$ cat src/rtl/video_pkg.sv
// Shared video constants: screen placement in the CPU map, screen RAM
// geometry and the screen writer state encoding. Also imported by vga_render.
package video_pkg;

    // Screen region in the CPU byte address space (32x32 pixels, 1 byte each).
    localparam logic [15:0] VIDEO_SCREEN_BASE = 16'h0200;
    localparam int          VIDEO_SCREEN_SIZE = 1024;

    // Screen RAM byte address width.
    localparam int VIDEO_ADDR_W = 11;

    // Screen writer controller states.
    typedef enum logic [1:0] {
        ST_IDLE  = 2'd0,
        ST_DRAIN = 2'd1,
        ST_CLEAR = 2'd2
    } writer_state_e;

    // One queued pixel write: screen RAM address plus palette index.
    typedef struct packed {
        logic [VIDEO_ADDR_W-1:0] addr;
        logic [7:0]              data;
    } pix_wr_t;

endpackage

$ cat src/rtl/sync_fifo.sv
// Single-clock first-word-fall-through FIFO. A push into a full FIFO is
// accepted only when a pop happens in the same cycle; otherwise it is dropped.
module sync_fifo #(
    parameter int WIDTH = 8,
    parameter int DEPTH = 4
) (
    input  logic             clk,
    input  logic             reset,
    input  logic             push_i,
    input  logic [WIDTH-1:0] wdata_i,
    input  logic             pop_i,
    output logic [WIDTH-1:0] rdata_o,
    output logic             full_o,
    output logic             empty_o
);

    localparam int AW = (DEPTH > 1) ? $clog2(DEPTH) : 1;

    logic [WIDTH-1:0] mem_q [DEPTH];
    logic [AW-1:0]    wr_ptr_q;
    logic [AW-1:0]    rd_ptr_q;
    logic [AW:0]      count_q;
    logic             do_push;
    logic             do_pop;

    assign empty_o = (count_q == '0);
    assign full_o  = (count_q == (AW+1)'(DEPTH));
    assign rdata_o = mem_q[rd_ptr_q];
    assign do_pop  = pop_i && !empty_o;
    assign do_push = push_i && (!full_o || do_pop);

    // Entry storage: written on an accepted push.
    // NOTE: the storage array has no reset; count_q alone decides which entries are valid.
    always_ff @(posedge clk) begin
        if (do_push) begin
            mem_q[wr_ptr_q] <= wdata_i;
        end
    end

    // Pointers and occupancy; reset empties the queue.
    // NOTE: non-blocking assignments in clocked blocks so every register sees pre-edge values.
    always_ff @(posedge clk) begin
        if (reset) begin
            wr_ptr_q <= '0;
            rd_ptr_q <= '0;
            count_q  <= '0;
        end else begin
            if (do_push) begin
                wr_ptr_q <= wr_ptr_q + AW'(1);
            end
            if (do_pop) begin
                rd_ptr_q <= rd_ptr_q + AW'(1);
            end
            if (do_push && !do_pop) begin
                count_q <= count_q + (AW+1)'(1);
            end else if (!do_push && do_pop) begin
                count_q <= count_q - (AW+1)'(1);
            end
        end
    end

endmodule

$ cat src/rtl/screen_writer.sv
// Screen writer: queues CPU pixel writes that hit the screen region and
// replays them into screen RAM, and fills the whole screen with one colour on
// request. Queued writes are drained before a fill; writes arriving during a
// fill are held and written afterwards so they overwrite the fill colour.
module screen_writer
    import video_pkg::*;
#(
    parameter int          FIFO_DEPTH  = 4,
    parameter logic [15:0] SCREEN_BASE = VIDEO_SCREEN_BASE,
    parameter int          SCREEN_SIZE = VIDEO_SCREEN_SIZE
) (
    input  logic        clk,
    input  logic        reset,
    input  logic        cpu_we,
    input  logic [15:0] cpu_addr,
    input  logic [7:0]  cpu_data,
    input  logic        clear_req,
    input  logic [7:0]  clear_color,
    output logic        ram_write_en,
    output logic [10:0] ram_waddr,
    output logic [7:0]  ram_din,
    output logic        busy,
    output logic        overflow
);

    localparam int          CW        = $clog2(SCREEN_SIZE);
    localparam logic [16:0] REGION_LO = {1'b0, SCREEN_BASE};
    localparam logic [16:0] REGION_HI = REGION_LO + 17'(SCREEN_SIZE);
    localparam logic [10:0] BASE_LO   = SCREEN_BASE[10:0];
    localparam logic [CW-1:0] FILL_LAST = CW'(SCREEN_SIZE - 1);

    writer_state_e state_q;
    logic          ram_we_q;
    logic [10:0]   ram_waddr_q;
    logic [7:0]    ram_din_q;
    logic          busy_q;
    logic          overflow_q;
    logic [7:0]    color_q;
    logic [CW-1:0] fill_cnt_q;

    logic    in_region;
    logic    push_req;
    logic    fifo_pop;
    logic    fifo_full;
    logic    fifo_empty;
    logic    overflow_set;
    pix_wr_t wr_entry;
    pix_wr_t rd_entry;

    // Region decode, queue handshake and drop detection.
    // NOTE: every signal gets a default first, so no path through this block can infer a latch.
    always_comb begin
        in_region    = 1'b0;
        push_req     = 1'b0;
        fifo_pop     = 1'b0;
        overflow_set = 1'b0;
        wr_entry     = '{addr: cpu_addr[10:0], data: cpu_data};
        if (({1'b0, cpu_addr} >= REGION_LO) && ({1'b0, cpu_addr} < REGION_HI)) begin
            in_region = 1'b1;
        end
        push_req     = cpu_we && in_region && !reset;
        // The fill owns the RAM port, so the queue is frozen while clearing.
        fifo_pop     = (state_q != ST_CLEAR) && !fifo_empty;
        overflow_set = push_req && fifo_full && !fifo_pop;
    end

    sync_fifo #(
        .WIDTH ($bits(pix_wr_t)),
        .DEPTH (FIFO_DEPTH)
    ) u_fifo (
        .clk     (clk),
        .reset   (reset),
        .push_i  (push_req),
        .wdata_i (wr_entry),
        .pop_i   (fifo_pop),
        .rdata_o (rd_entry),
        .full_o  (fifo_full),
        .empty_o (fifo_empty)
    );

    // Controller FSM with registered RAM-port, busy and overflow outputs.
    always_ff @(posedge clk) begin
        if (reset) begin
            state_q     <= ST_IDLE;
            ram_we_q    <= 1'b0;
            ram_waddr_q <= '0;
            ram_din_q   <= '0;
            busy_q      <= 1'b0;
            overflow_q  <= 1'b0;
            color_q     <= '0;
            fill_cnt_q  <= '0;
        end else begin
            ram_we_q <= 1'b0;
            // A popped entry goes to the RAM port on the next cycle.
            if (fifo_pop) begin
                ram_we_q    <= 1'b1;
                ram_waddr_q <= rd_entry.addr;
                ram_din_q   <= rd_entry.data;
            end
            case (state_q)
                ST_IDLE: begin
                    if (clear_req) begin
                        color_q    <= clear_color;
                        overflow_q <= 1'b0;
                        busy_q     <= 1'b1;
                        state_q    <= ST_DRAIN;
                    end
                end
                ST_DRAIN: begin
                    // Start the fill only once nothing older is left to write.
                    if (fifo_empty && !push_req) begin
                        fill_cnt_q <= '0;
                        state_q    <= ST_CLEAR;
                    end
                end
                ST_CLEAR: begin
                    ram_we_q    <= 1'b1;
                    ram_waddr_q <= BASE_LO + 11'(fill_cnt_q);
                    ram_din_q   <= color_q;
                    fill_cnt_q  <= fill_cnt_q + CW'(1);
                    if (fill_cnt_q == FILL_LAST) begin
                        busy_q  <= 1'b0;
                        state_q <= ST_IDLE;
                    end
                end
                default: begin
                    busy_q  <= 1'b0;
                    state_q <= ST_IDLE;
                end
            endcase
            // A drop in the same cycle as an accepted clear still leaves the flag set.
            if (overflow_set) begin
                overflow_q <= 1'b1;
            end
        end
    end

    assign ram_write_en = ram_we_q;
    assign ram_waddr    = ram_waddr_q;
    assign ram_din      = ram_din_q;
    assign busy         = busy_q;
    assign overflow     = overflow_q;

endmodule

$ cat config.mk
export PLATFORM = sky130hd
export DESIGN_NAME = screen_writer
export DESIGN_NICKNAME = d
export VERILOG_FILES = /design/src/rtl/video_pkg.sv /design/src/rtl/sync_fifo.sv /design/src/rtl/screen_writer.sv
export SDC_FILE = /design/constraint.sdc
export NUM_CORES = 1
export LEC_CHECK = 0
export ABC_AREA = 0
export CORE_ASPECT_RATIO = 1.25
export CORE_MARGIN = 1
export CORE_UTILIZATION = 51
export CTS_CLUSTER_SIZE = 20
export DETAILED_ROUTE_END_ITERATION = 16
export PLACE_DENSITY = 0.77
export SLEW_MARGIN = 15
export SYNTH_ARGS = -nofsm -noshare
export SYNTH_HDL_FRONTEND = slang
export SYNTH_HIERARCHICAL = 1
export SYNTH_SLANG_ARGS = --single-unit
$ cat constraint.sdc
create_clock -name clk -period 5.8 [get_ports clk]
set_input_delay 1.16 -clock clk [delete_from_list [all_inputs] [get_ports clk]]
set_output_delay 1.16 -clock clk [all_outputs]
set_load 0.01 [all_outputs]
==> metrics <==
post-CTS setup buffers=0; Max-slew headroom=30.2%; clock slew at reported path FFs=0.05 ns; Layout Cells excl Fill=554; hold_buf cts=0; top_reg_cell synth=edfxtp_1; hold crit path type=register to register; vias in the first global route=3217; placed wire-length estimate=6380 um; uppermost routed layer=met4; Starting Density=52.9%; first-pass GRT wire length=16200 um; Synth Warn #=6; global route overflow=0; antenna viol nets, final=0; XOR/XNOR share of the synthesized area=1.02%; critical path start-end classification=input port to register; top post-synthesis cells by area=edfxtp_1, dfxtp_1, mux4_2; CORE AREA=9710 um^2; P_leak=2.28 nW; Comb power frac=7.7%; largest net degree at the start of global routing=56; max-cap check violation count=0; main combinational cell family by area after synthesis=multiplexers; routed length per placed instance=18.2 um; WP data required=6.13 ns; layout cells sized above 1=16.4%; VDD IR max=237 uV; drt first pass iters=4; number of gates resized after cts=0; CTS tree=yes; fillers=712; period utilisation layout=67.8%; CTS Buf Count=17; Worst-Skew Late Latency=0.41 ns; clk root buf=clkbuf_16; Synth Area in Compound Gates=8.77%; clock period minus worst slack=3.93 ns; routed wl met2=5440 um; PortBufs=57; Post-synth EDFFs=76; Die H=114 um; Synth Area in Adders=1.85%; cells along the critical path=buf_2 > or4b_4 > nor3_1 > a21boi_2 > ha_1 > inv_1 > fa_1 > xor2_1 > or3_2 > a21oi_1; Vias/cell=5.66; Total Power=2.18 mW; Clock power frac=46.2%; crit path DAT=4.26 ns; Worst-Margin Slew=1.05 ns; initial antenna violation count=0; Clock Path Buffers=2; CTS Sinks=127; critical path fanouts, max=55; FP Rows=40; PwrDens=344 nW/um^2; Net Switching=469 uW; H-Tree Depth=4; Final #Nets=458; CP startpoint kind=input port; area delta synth->final=23.5%; post-synthesis cell area=5140 um^2; Post-Synth Simple-Gate Area=8.28%; global-route usage over all layers=21.0%; M1 WL=4040 um; Slowest-stage cell, CP=or4b_4; Core Util, Final=65.3%; Yosys reg bits=127; drt initial violations=263; via count of the routed design=3134; Final Instance Area=6340 um^2; commonest cells after routing, fill and taps aside=edfxtp_1, clkdlybuf4s50_1, dfxtp_1; post-synthesis async set-or-reset flop share=0%; metal3 WL=412 um; syn_area_per_cell=14.3 um^2; setup violators final=0; Pint=1.71 mW; cells after synthesis=359; Netlist cell types=50; commonest non-fill, non-tap cell in the layout=edfxtp_1; Synth top area share=44.4%; placed cell area=5780 um^2; Seq/Total Area, Yosys=64.3%; Cells after DPL=522; fin. max-slew vios=0; die width=91.8 um; unrepaired setup endpoints after global routing=false; Yosys top cell by area=edfxtp_1; Critical Path Sink Type=register; Flop pwr share=46.1%; final hold vios=0; Switching Share=21.5%; status=complete, no violations; die area=10500 um^2; multiplexer share of the synthesized area=12.9%; Final Wtd Congestion=0.801; WL final=10100 um; CP max stage delay=0.64 ns; DRC=0; Clock Skew=0.00632 ns; Antenna diodes=0; f_max=254 MHz; I/O Pins=58; sum of negative setup slack=0 ns; syn nets=402
sequential cells by signal, indices dropped and copies added (netlist names), named ones only:
signal           count
state_q              2
u_fifo/wr_ptr_q      2
u_fifo/rd_ptr_q      2
ram_din              8
overflow             1
fill_cnt_q          10
busy                 1
ram_write_en         1
u_fifo/mem_q        76
ram_waddr           11
u_fifo/count_q       3
color_q              8
critical path, delay by kind of cell:
kind / cells / cell delay [ns]
fa+ha+maj: 2 / 0.62
simple gates: 3 / 1.33
buf+inv: 2 / 0.46
compound gates: 2 / 0.53
xor+xnor: 1 / 0.16
final timing paths:
kind,end,slack [ns],from,cells past startpoint
min,overflow,0.45,overflow,2
min reg2reg,overflow,0.45,overflow,2
max,u_fifo/count_q[2],1.87,reset,10
max reg2reg,u_fifo/count_q[2],2.85,state_q[0],10
per-layer routing:
metal / global-route usage (%) / up-vias
li1: - / 1477
met1: 23.5 / 1564
met2: 37.2 / 75
met3: 5.25 / 18
met4: 10.5 / 0
met5: 0 / -
Yosys cell counts (4+ instances only):
cell type,n
nand2_1,19
and2_2,4
a21oi_1,15
nor3_1,6
edfxtp_1,76
clkbuf_1,11
buf_2,4
nor2_1,32
a211oi_1,21
xor2_1,5
buf_1,5
nand2b_1,5
ha_1,6
o21ai_0,5
inv_1,7
dfxtp_1,51
mux4_2,19
mux2i_1,21
final cells by class:
class,count,area [um^2],share of cell area (%)
flip-flops and latches,127,3300,52.1
multi-input cells,201,1690,26.7
repair buffers,61,596,9.39
clock buffers,21,454,7.16
well taps,126,158,2.49
clock inverters,11,114,1.79
inverters,7,26.3,0.414
power groups by stage:
stage	clock [mW]	sequential, mW	combinational [mW]
floorplan	0	1.02	0.0814
global placement	0	1.02	0.166
detailed placement	0	1.02	0.169
CTS	1.02	1.00	0.171
global route	1.07	1.01	0.183
finish	1.01	1.00	0.169
metrics by stage:
step / setup slack, ns / hold WS, ns
2_1_floorplan: 2.14 / 0.437
3_3_place_gp: 1.53 / 0.440
3_5_place_dp: 1.45 / 0.447
4_1_cts: 1.84 / 0.454
5_1_grt: 1.66 / 0.473
6_report: 1.87 / 0.450
cells by family (layout without fill, tap and decap cells):
logic type	after synthesis	count (layout)
XOR/XNOR	6	6
AND/OR/NAND/NOR	86	86
multiplexers	42	42
buffers and inverters	31	100
flip-flops	127	127
AO/OA/AOI/OAI	60	60
adder cells (fa/ha/maj)	7	7
No activity file was read; power rests on OpenSTA's default activity.
